===== config.mk =====
export PLATFORM = sky130hd
export DESIGN_NAME = gate_fold_packer
export DESIGN_NICKNAME = d
export VERILOG_FILES = /design/src/rtl/gate_link_pkg.sv /design/src/rtl/gate_payload_pack.sv /design/src/rtl/gate_fold_packer.sv
export SDC_FILE = /design/constraint.sdc
export NUM_CORES = 1
export LEC_CHECK = 0
export ABC_AREA = 0
export CAP_MARGIN = 20
export CORE_AREA = 3 3 111 113
export DETAILED_ROUTE_END_ITERATION = 6
export DIE_AREA = 0 0 114 116
export GPL_TIMING_DRIVEN = 0
export MAX_ROUTING_LAYER = met4
export PLACE_DENSITY_LB_ADDON = 0.12
export SYNTH_ARGS = -nofsm -noshare
export SYNTH_HDL_FRONTEND = slang
export SYNTH_HIERARCHICAL = 1
export SYNTH_SLANG_ARGS = --single-unit

===== constraint.sdc =====
create_clock -name i_clk -period 2.6 [get_ports i_clk]
set_clock_uncertainty 0.2 [all_clocks]
set_input_delay 0.26 -clock i_clk [delete_from_list [all_inputs] [get_ports i_clk]]
set_output_delay 0.26 -clock i_clk [all_outputs]
set_load 0.01 [all_outputs]

===== src/rtl/gate_link_pkg.sv =====
// rtl/gate_link_pkg.sv - shared widths, FSM states and training word for the gate LVDS link
package gate_link_pkg;

  localparam int MAX_WORD_W = 256;

  typedef enum logic [1:0] {
    ST_IDLE,
    ST_SYNC,
    ST_SEND
  } link_state_e;

  function automatic int word_width(int channels, int serialization);
    return channels * serialization;
  endfunction

  function automatic int payload_width(int gate_width, int flit_width);
    return gate_width * (flit_width + 2);
  endfunction

  function automatic bit folds_fit(int folds, int word_w, int payload_w);
    return (folds * word_w) >= payload_w;
  endfunction

  // Per-channel training nibble repeated across every channel; caller truncates to its word width.
  function automatic logic [MAX_WORD_W-1:0] sync_word(int pattern, int serialization, int channels);
    logic [MAX_WORD_W-1:0] w;
    w = '0;
    for (int c = 0; c < channels; c++) begin
      w = (w << serialization) | MAX_WORD_W'(pattern & ((1 << serialization) - 1));
    end
    return w;
  endfunction

endpackage


===== src/rtl/gate_payload_pack.sv =====
// rtl/gate_payload_pack.sv - flattens gate flits, valids and credits into the zero-padded frame vector
module gate_payload_pack #(
  parameter int FLIT_WIDTH   = 8,
  parameter int GATE_WIDTH   = 8,
  parameter int PADDED_WIDTH = 84
) (
  input  logic [GATE_WIDTH-1:0][FLIT_WIDTH-1:0] i_dt,
  input  logic [GATE_WIDTH-1:0]                 i_vl,
  input  logic [GATE_WIDTH-1:0]                 i_cr,
  output logic [PADDED_WIDTH-1:0]               payload
);

  localparam int P = GATE_WIDTH * (FLIT_WIDTH + 2);

  // Packed flit array flattens with flit 0 in the lowest bits, valids and credits above it.
  always_comb begin
    payload        = '0;
    payload[P-1:0] = {i_cr, i_vl, i_dt};
  end

endmodule


===== src/rtl/gate_fold_packer.sv =====
// rtl/gate_fold_packer.sv - snapshots a gate and streams it as folded LVDS words, or emits training words
module gate_fold_packer
  import gate_link_pkg::*;
#(
  parameter int FLIT_WIDTH         = 8,
  parameter int GATE_WIDTH         = 8,
  parameter int GATE_FOLDS         = 3,
  parameter int LVDS_SERIALIZATION = 4,
  parameter int LVDS_CHANNELS      = 7,
  parameter int SYNC_PATTERN       = 1
) (
  input  logic                                  i_clk,
  input  logic                                  i_rst,
  input  logic                                  i_tx_start,
  output logic                                  o_tx_done,
  input  logic                                  i_sync_generate,
  input  logic [GATE_WIDTH-1:0][FLIT_WIDTH-1:0] i_dt,
  input  logic [GATE_WIDTH-1:0]                 i_vl,
  input  logic [GATE_WIDTH-1:0]                 i_cr,
  output logic [LVDS_CHANNELS*LVDS_SERIALIZATION-1:0] o_word,
  output logic                                  o_word_valid,
  output logic                                  o_word_first,
  input  logic                                  i_word_ready
);

  localparam int W  = word_width(LVDS_CHANNELS, LVDS_SERIALIZATION);
  localparam int P  = payload_width(GATE_WIDTH, FLIT_WIDTH);
  localparam int FW = (GATE_FOLDS > 1) ? $clog2(GATE_FOLDS) : 1;
  localparam logic [FW-1:0] LAST_FOLD = FW'(GATE_FOLDS - 1);
  localparam logic [W-1:0]  SYNC_WORD = W'(sync_word(SYNC_PATTERN, LVDS_SERIALIZATION, LVDS_CHANNELS));

  if (!folds_fit(GATE_FOLDS, W, P)) begin : g_fold_check
    $error("gate_fold_packer: GATE_FOLDS*W is smaller than the gate payload");
  end

  link_state_e                  state, state_next;
  logic [FW-1:0]                fold, fold_next;
  logic                         tx_done_next;
  logic                         capture;
  logic [GATE_FOLDS*W-1:0]      payload;
  logic [GATE_FOLDS-1:0][W-1:0] snap;

  gate_payload_pack #(
    .FLIT_WIDTH   (FLIT_WIDTH),
    .GATE_WIDTH   (GATE_WIDTH),
    .PADDED_WIDTH (GATE_FOLDS * W)
  ) u_pack (
    .i_dt    (i_dt),
    .i_vl    (i_vl),
    .i_cr    (i_cr),
    .payload (payload)
  );

  always_ff @(posedge i_clk or posedge i_rst) begin
    if (i_rst) begin
      state     <= ST_IDLE;
      fold      <= '0;
      o_tx_done <= 1'b1;
      snap      <= '0;
    end else begin
      state     <= state_next;
      fold      <= fold_next;
      o_tx_done <= tx_done_next;
      if (capture) begin
        snap <= payload;
      end
    end
  end

  always_comb begin
    state_next   = state;
    fold_next    = fold;
    tx_done_next = o_tx_done;
    capture      = 1'b0;
    o_word       = '0;
    o_word_valid = 1'b0;
    o_word_first = 1'b0;
    case (state)
      ST_IDLE: begin
        // Training takes precedence; a start arriving with it is deliberately lost.
        if (i_sync_generate) begin
          state_next = ST_SYNC;
        end else if (i_tx_start) begin
          capture      = 1'b1;
          fold_next    = '0;
          tx_done_next = 1'b0;
          state_next   = ST_SEND;
        end
      end
      ST_SYNC: begin
        o_word       = SYNC_WORD;
        o_word_valid = 1'b1;
        if (!i_sync_generate) begin
          state_next = ST_IDLE;
        end
      end
      ST_SEND: begin
        o_word       = snap[fold];
        o_word_valid = 1'b1;
        o_word_first = (fold == '0);
        if (i_word_ready) begin
          if (fold == LAST_FOLD) begin
            fold_next    = '0;
            tx_done_next = 1'b1;
            state_next   = ST_IDLE;
          end else begin
            fold_next = fold + FW'(1);
          end
        end
      end
      default: begin
        state_next = ST_IDLE;
      end
    endcase
  end

endmodule


[Word level (Yosys, flattened, before mapping)]
Index checks and enable logic that the tools add are counted.
W data, S select, Z words.
Cells by class
  equality and inequality tests: 9
  add/sub/neg operators: 1
  magnitude comparators: 1
  multiplexer cells: 24
  reduce and logical (&&, ||, !) cells: 7
Operator list (count)
  $bmux W28 S2: 1
  $pmux W28 S2: 1
  $mux W28: 1
  $mux W2: 9
  $ne A2 B2 Y1 const B: 5
  $mux W1: 9
  $reduce_and A4 Y1: 2
  $pmux W2 S3: 1
  $reduce_and A5 Y1: 1
  $eq A2 B2 Y1 const B: 2
  $logic_not A2 Y1: 2
  $pmux W2 S2: 1
  $lt A2 B3 Y1 const B: 1
  $ne A3 B3 Y1 const B: 1
  $add A2 B1 Y2 const B: 1
  $eq A2 B1 Y1 const B: 1
  $pmux W1 S2: 1
  $reduce_bool A2 Y1: 1
  $reduce_or A2 Y1: 1
Word-level totals
  output and inout port bits: 31
  input port bits: 85
  bits in registers: 85
  logic and storage cells: 48

[Logic depth before layout (Yosys ltp)]
Gate-level depths: netlist of the first run.
  depth after elaboration: 4
  mapped depth: 6
  depth with buffers taken out: 5

[By module]
The synthesis of the first run kept the hierarchy.
By module, submodules not included
  gate_fold_packer: area an instance 4559.4 µm², instances 1, cells an instance 327, sequential area each 2228.4 µm²
  gate_payload_pack: area an instance 634.4 µm², instances 1, cells an instance 85, sequential area each 0.0 µm²

[Least setup slack after synthesis of the first run]
Ideal clock, no wire load.
  path type: register to output
  start point: register state[1]
  end point: output port o_word[25]
  stages on the path, launching flop included: 7
  setup slack: 0.584 ns
  required time: 2.140 ns
  arrival time: 1.556 ns
  path buffers: 2
  cell sequence: dfrtp_1 -> inv_1 -> ha_1 -> clkbuf_1 -> nand2_1 -> clkbuf_1 -> a21oi_1
Between the ends
  word-level cells in the longest chain between the ends: 2
  elaborated cells on any way between the ends: 3
  those cells by class: 2 x eq/ne; 1 x mux
RTL lines
  from (decl): RTL line gate_fold_packer.sv:36  | link_state_e state, state_next;
  from (signal assigned): RTL line gate_fold_packer.sv:61  | state <= state_next;
  $eq A2 B2 Y1 / $eq A2 B1 Y1 (equally long branches): RTL line gate_fold_packer.sv:78  | case (state)
  $pmux W28 S2 (*): RTL line gate_fold_packer.sv:78
  to (decl): RTL line gate_fold_packer.sv:20  | output logic [LVDS_CHANNELS*LVDS_SERIALIZATION-1:0] o_word,
Every way passes the cells marked *; elsewhere a longest branch is shown, timed or not.

[Worst setup path after layout of the first run]
  start point: register fold[0]
  end point: output port o_word[12]
Between the ends
  word-level cells in the longest chain between the ends: 3
RTL lines
  from (decl): RTL line gate_fold_packer.sv:37  | logic [FW-1:0] fold, fold_next;
  from (signal assigned): RTL line gate_fold_packer.sv:62  | fold <= fold_next;
  $bmux W28 S2: RTL line gate_fold_packer.sv:98  | o_word = snap[fold];
  $mux W28 (implied by the code): RTL line gate_fold_packer.sv:98
  $pmux W28 S2: RTL line gate_fold_packer.sv:78
Every way passes these cells. The select of a mux whose other input is x is not followed.

==> summary.txt, run 1 <==
Logic synthesis
  • Yosys cell types: 39
  • Avg Cell Area, Syn: 12.6 sq um
  • #FFs+latches synth: 89
  • Sequential area share after synthesis: 42.9%
  • Yosys warning count: 6
  • Synthesized area: 5190 sq um
  • Ys flop type: dfrtp_1
  • Synthesized instance count: 412
  • Asr flop ratio synth: 100%
  • Number of synthesized flops with an enable pin: 0

Setup path
  • Slowest cell delay on critical path: 480 ps
  • Buf/Inv on CP: 3
  • Worst path depth: 6
  • Critical path startpoint category: register
  • Reg2reg path depth: 6
  • CP Capture Type: output port
  • Cell Chain, Critical Path: buf_4 > nor2b_2 > buf_6 > and3_1 > o31a_1 > clkdlybuf4s50_1
  • Critical path launch point: fold[0]$_DFFE_PP0P_
  • CP top delay family: buffers and inverters
  • FF-to-FF Start: state[0]$_DFFE_PP0P_
  • CP max-delay cell: clkdlybuf4s50_1
  • Crit path DAT: 2080 ps
  • Max FO, Critical Path: 10
  • CP required: 2140 ps
  • Kind of critical path: register to output port

Run status
  • Outcome: complete, no violations

GRT
  • GRT Resource Usage Total: 20.3%
  • First-pass GRT wire length: 19.9 mm
  • Pin count of the biggest net entering global routing: 41
  • Grt total ovfl: 0
  • Initial antenna violation count: 0
  • Vias in the first global route: 3780

Clocking
  • CTS tree: built
  • Clock Latency Late Sink: 330 ps
  • H-tree levels: 3
  • CTS Buf Count: 9
  • Bufs on Longest Clock Path: 2
  • Clk sink count: 89
  • Worst-path clk slew: 60 ps
  • Clock root buffer: clkbuf_16

STA
  • Max Slew Vio Count: 0
  • Fmax: 0.393 GHz
  • RSZ-0062 raised after global routing: true
  • Final min period: 2540 ps
  • Final Setup Violations: 0
  • Final hold viol count: 0
  • Total Neg Setup Slack: 0 ps
  • Final WS setup: 56.0 ps
  • Fin crit share: 97.8%

Die
  • Die Ht: 116 um
  • Starting Density: 45.5%
  • Die Width: 114 um
  • Core ar.: 11400 sq um
  • Row cnt: 39
  • Total die area: 13200 sq um
  • IO Pins: 116

Final layout
  • Layout Cells excl Fill: 694
  • Fillers: 918
  • Area Overhead vs Synth: 35.7%
  • Share of cells above drive strength 1: 40.5%
  • Antenna cells: 0
  • Nets@finish: 636

Worst hold path
  • Worst min path class: primary input to async pin

Detailed routing
  • WL/cell: 17.8 um
  • Vias per cell: 4.88
  • Vias: 3386
  • Routed Wire Length: 12.4 mm
  • DRC viols: 0
  • TritonRoute pass-1 iters: 5
  • Routed Antenna Nets: 0
  • Iter 0 DRT Violations: 131

Flow run
  • Max_cap viols: 0

Placement
  • Placed wire-length estimate: 8.15 mm
  • Post-Place Setup Slack: -335 ps
  • Count of buffers from port buffering: 35
  • Placed cell count: 595
  • Final Wtd Congestion: 0.779

Pwr
  • Maximum VDD drop: 0.462 mV
  • Pleak: 0.00358 uW
  • PD cells: 998 nW/um^2
## what timing repair did
action	4_1_cts	5_1_grt
hold buffers	80	0
endpoints found under the hold margin	80	0
pin swaps	1	0
setup endpoints to repair	29	20
gates resized for setup	30	21
gates cloned	0	0
setup buffers	4	2
## cells in the final DEF, fill, tap and decap left out, types with 2 or more instances in the layout
cell	n
buf_4	95
dfrtp_1	88
dlygate4sd3_1	80
mux2_4	60
mux2i_1	28
nor2_1	25
mux2_2	24
a2bb2oi_1	19
dlymetal6s2s_1	14
clkdlybuf4s50_1	13
clkbuf_16	9
and3_1	8
dlygate4sd2_1	8
buf_8	7
o31a_1	7
buf_6	5
nand2_1	5
conb_1	4
or2_0	3
a21oi_1	3
ha_4	3
inv_2	2
clkbuf_2	2
clkinvlp_4	2
nand2b_1	2
a22o_1	2
inv_1	2
buf_2	2
ha_1	2
bufinv_16	2
clkbuf_1	2
buf_12	2
## layout make-up
class,instances,area (sq um),area share (%)
clock buffer,12,246,3.50
inverter,6,28.8,0.408
timing repair buffer,123,1260,17.9
multi-input combinational,212,2180,30.9
clock inverter,4,76.3,1.08
buffer,105,850,12.1
sequential,89,2230,31.6
tap,143,179,2.54
## cell families after synthesis
group                      Yosys count  share of synthesized area [%]
and+or+nand+nor                     52                           5.18
AOI/OAI and AO/OA                   39                           6.38
DFF                                 89                           42.9
adders and majority gates            5                           1.20
other                                1                         0.0722
muxes                              112                           27.9
buffers and inverters              114                           16.3
## registers in the layout (all words and copies together) (netlist names)
signal,cells
state,2
fold,2
o_tx_done,1
snap,84
## synth_stat cells, types with 2 or more instances
master / number / share of area (%)
or2_0: 3 / 0.36
buf_6: 2 / 0.43
nand2b_1: 3 / 0.36
mux2_4: 60 / 17
mux2i_1: 28 / 5.4
nor2_1: 25 / 1.8
mux2_2: 24 / 5.2
dfrtp_1: 88 / 42
buf_2: 5 / 0.48
o31a_1: 7 / 1.2
clkbuf_1: 6 / 0.43
buf_8: 6 / 1.7
a21oi_1: 3 / 0.29
a22o_1: 2 / 0.34
ha_1: 5 / 1.2
inv_1: 5 / 0.36
and3_1: 8 / 0.96
buf_4: 88 / 13
a2bb2oi_1: 19 / 3.2
nand2_1: 5 / 0.36
nor2b_1: 2 / 0.24
## per-layer routing
layer | track usage [%] | vias up | share of wire (%)
met5 | - | - | 0
met4 | 6.25 | 0 | 1.5
met3 | 3.92 | 17 | 3.9
met2 | 33.1 | 84 | 49
met1 | 25.6 | 1670 | 45
li1 | - | 1615 | -
## per-stage QoR
step | area, sq um | util, % | total power, uW | hold slack, ps
CTS | 6990 | 61.2 | 7060 | 90.1
global placement | 5740 | 50.3 | 5340 | 283
detailed placement | 5780 | 50.6 | 5410 | 285
finish | 7050 | 61.7 | 7030 | 80.5
floorplan | 5210 | - | 4620 | 229
global route | 7050 | 61.7 | 7460 | 105
## worst reg2reg max path: cells and delay by family (launching register included)
| family | cells | cell delay, ps |
|---|---|---|
| fa+ha+maj | 1 | 270 |
| flops | 1 | 420 |
| mux | 1 | 310 |
| buf+inv | 3 | 480 |
| simple gates | 1 | 130 |
## final timing paths
path                                              end  slack [ps]
worst max register to register   snap[63]$_DFFE_PP0P_         670
worst max-delay path                       o_word[12]          60
max in group asynchronous       o_tx_done$_DFFE_PP1P_        1550
min in group i_clk               snap[18]$_DFFE_PP0P_         300
worst min-delay path             snap[36]$_DFFE_PP0P_          80
worst min register to register   snap[18]$_DFFE_PP0P_         300
## report_power, final
part | internal (uW) | leakage, uW | switching, uW
logic | 1940 | 0.00237 | 1220
clock network | 871 | 0.000153 | 533
registers | 2090 | 0.00106 | 384
Note: power is estimated with default switching activity, not from simulation.
==> run 2: changes to the inputs <==
--- a/config.mk
+++ b/config.mk
@@ -6,7 +6,6 @@
 export NUM_CORES = 1
 export LEC_CHECK = 0
 export ABC_AREA = 0
-export CAP_MARGIN = 20
 export CORE_AREA = 3 3 111 113
 export DETAILED_ROUTE_END_ITERATION = 6
 export DIE_AREA = 0 0 114 116
==> summary.txt, run 2 (synthesis gave the netlist of run 1 again) <==
Die
  • Row cnt: 39
  • Core ar.: 11400 sq um
  • IO Pins: 116
  • Starting Density: 45.5%
  • Die Ht: 116 um
  • Total die area: 13200 sq um
  • Die Width: 114 um

Run status
  • Outcome: complete, no violations

STA
  • Fin crit share: 97.8%
  • Final min period: 2540 ps
  • RSZ-0062 raised after global routing: true
  • Final Setup Violations: 0
  • Max Slew Vio Count: 0
  • Fmax: 0.393 GHz
  • Final hold viol count: 0
  • Final WS setup: 56.0 ps

Detailed routing
  • Routed Antenna Nets: 0
  • WL/cell: 17.8 um
  • Iter 0 DRT Violations: 131
  • Vias: 3386
  • Routed Wire Length: 12.4 mm
  • Vias per cell: 4.88
  • DRC viols: 0
  • TritonRoute pass-1 iters: 5

GRT
  • Vias in the first global route: 3780
  • Grt total ovfl: 0
  • First-pass GRT wire length: 19.9 mm
  • GRT Resource Usage Total: 20.3%
  • Pin count of the biggest net entering global routing: 41
  • Initial antenna violation count: 0

Pwr
  • Maximum VDD drop: 0.462 mV
  • Switching share of power: 30.4%
  • Final Power: 7030 uW
  • Net Switching: 2140 uW
  • Pint: 4900 uW
  • Pleak: 0.00358 uW
  • Gate power share: 44.9%
  • Clock share of power: 20.0%
  • Sequential share of power: 35.2%
  • PD cells: 998 nW/um^2

Setup path
  • Kind of critical path: register to output port
  • Crit path DAT: 2080 ps
  • Critical path startpoint category: register
  • CP Capture Type: output port
  • CP required: 2140 ps
  • Max FO, Critical Path: 10

Worst hold path
  • Worst min path class: primary input to async pin

Final layout
  • Antenna cells: 0
  • Top reg by flops: snap
  • Largest regs: snap (84), fold (2), state (2)
  • Area Overhead vs Synth: 35.7%
  • Nets@finish: 636
  • Most frequent cells in the layout: buf_4 (95), dfrtp_1 (88), dlygate4sd3_1 (80)
  • Multi-input logic area: 2180 sq um
  • Most common cell after layout, fill and taps aside: buf_4
  • Number of flip-flops in the largest register: 84
  • Layout Cells excl Fill: 694
  • Storage element area: 2230 sq um
  • Fillers: 918
  • Share of cells above drive strength 1: 40.5%

Placement
  • Count of buffers from port buffering: 35
  • Placed cell count: 595
  • Post-Place Setup Slack: -335 ps
  • Final Wtd Congestion: 0.779
  • Placed wire-length estimate: 8.15 mm

Flow run
  • Max_cap viols: 0

Clocking
  • Clk sink count: 89
  • H-tree levels: 3
  • Bufs on Longest Clock Path: 2
  • CTS Buf Count: 9
  • Clock Latency Late Sink: 330 ps
  • Worst-path clk slew: 60 ps
  • Clock root buffer: clkbuf_16
  • CTS tree: built
[run 2: cell counts in the layout (fill, tap and decap cells not counted)]
No cell type changed its count.
[run 2: layer usage]
metal | up-vias | routed length, um | global-route usage (%)
li1 | 1615 | - | -
met5 | - | 0 | -
met2 | 84 | 6090 | 33.1
met4 | 0 | 185 | 6.25
met3 | 17 | 476 | 3.92
met1 | 1670 | 5610 | 25.6
[run 2: stage by stage]
step	setup TNS [ps]	hold slack [ps]	cell area (sq um)	utilization [%]
final	0	80.5	7050	61.7
after global routing	0	105	7050	61.7
after CTS	0	90.1	6990	61.2
after detailed placement	-5230	285	5780	50.6
after global placement	-4770	283	5740	50.3
after floorplan	0	229	5210	-
[run 2: path summary, 6_finish.rpt]
kind,start,to,slack [ps],cells after the start
setup / recovery,fold[0]$_DFFE_PP0P_,o_word[12],60,6
hold / removal,i_rst,snap[36]$_DFFE_PP0P_,80,2
setup reg to reg,state[0]$_DFFE_PP0P_,snap[63]$_DFFE_PP0P_,670,6
hold reg to reg,snap[18]$_DFFE_PP0P_,snap[18]$_DFFE_PP0P_,300,1
max in group asynchronous,i_rst,o_tx_done$_DFFE_PP1P_,1550,3
min in group i_clk,snap[18]$_DFFE_PP0P_,snap[18]$_DFFE_PP0P_,300,1
[run 2: final cells by class]
cell class              count  share of cell area [%]
repair buffers            123                    17.9
well taps                 143                    2.54
flip-flops and latches     89                    31.6
inverters                   6                   0.408
plain buffers             105                    12.1
multi-input cells         212                    30.9
clock inverters             4                    1.08
clock buffers              12                    3.50
[run 2: power groups by stage]
stage	registers, uW	logic (uW)	clock network (uW)
floorplan	2370	2260	0
global placement	2460	2870	0
detailed placement	2480	2930	0
CTS	2470	3150	1440
global route	2570	3400	1500
finish	2470	3160	1400
[run 2: timing repair]
| action | 4_1_cts | 5_1_grt |
|---|---|---|
| pin swaps | 1 | 0 |
| setup endpoints to repair | 29 | 20 |
| setup buffers | 4 | 2 |
| resized for setup | 30 | 21 |
| hold buffers | 80 | 0 |
| hold endpoints to repair | 80 | 0 |
[run 2: worst max-delay path, cell delays in order, from the launching register on]
cell and delay [ps]:
dfrtp_1 360, buf_4 160, nor2b_2 170, buf_6 150, and3_1 180, o31a_1 250
clkdlybuf4s50_1 480
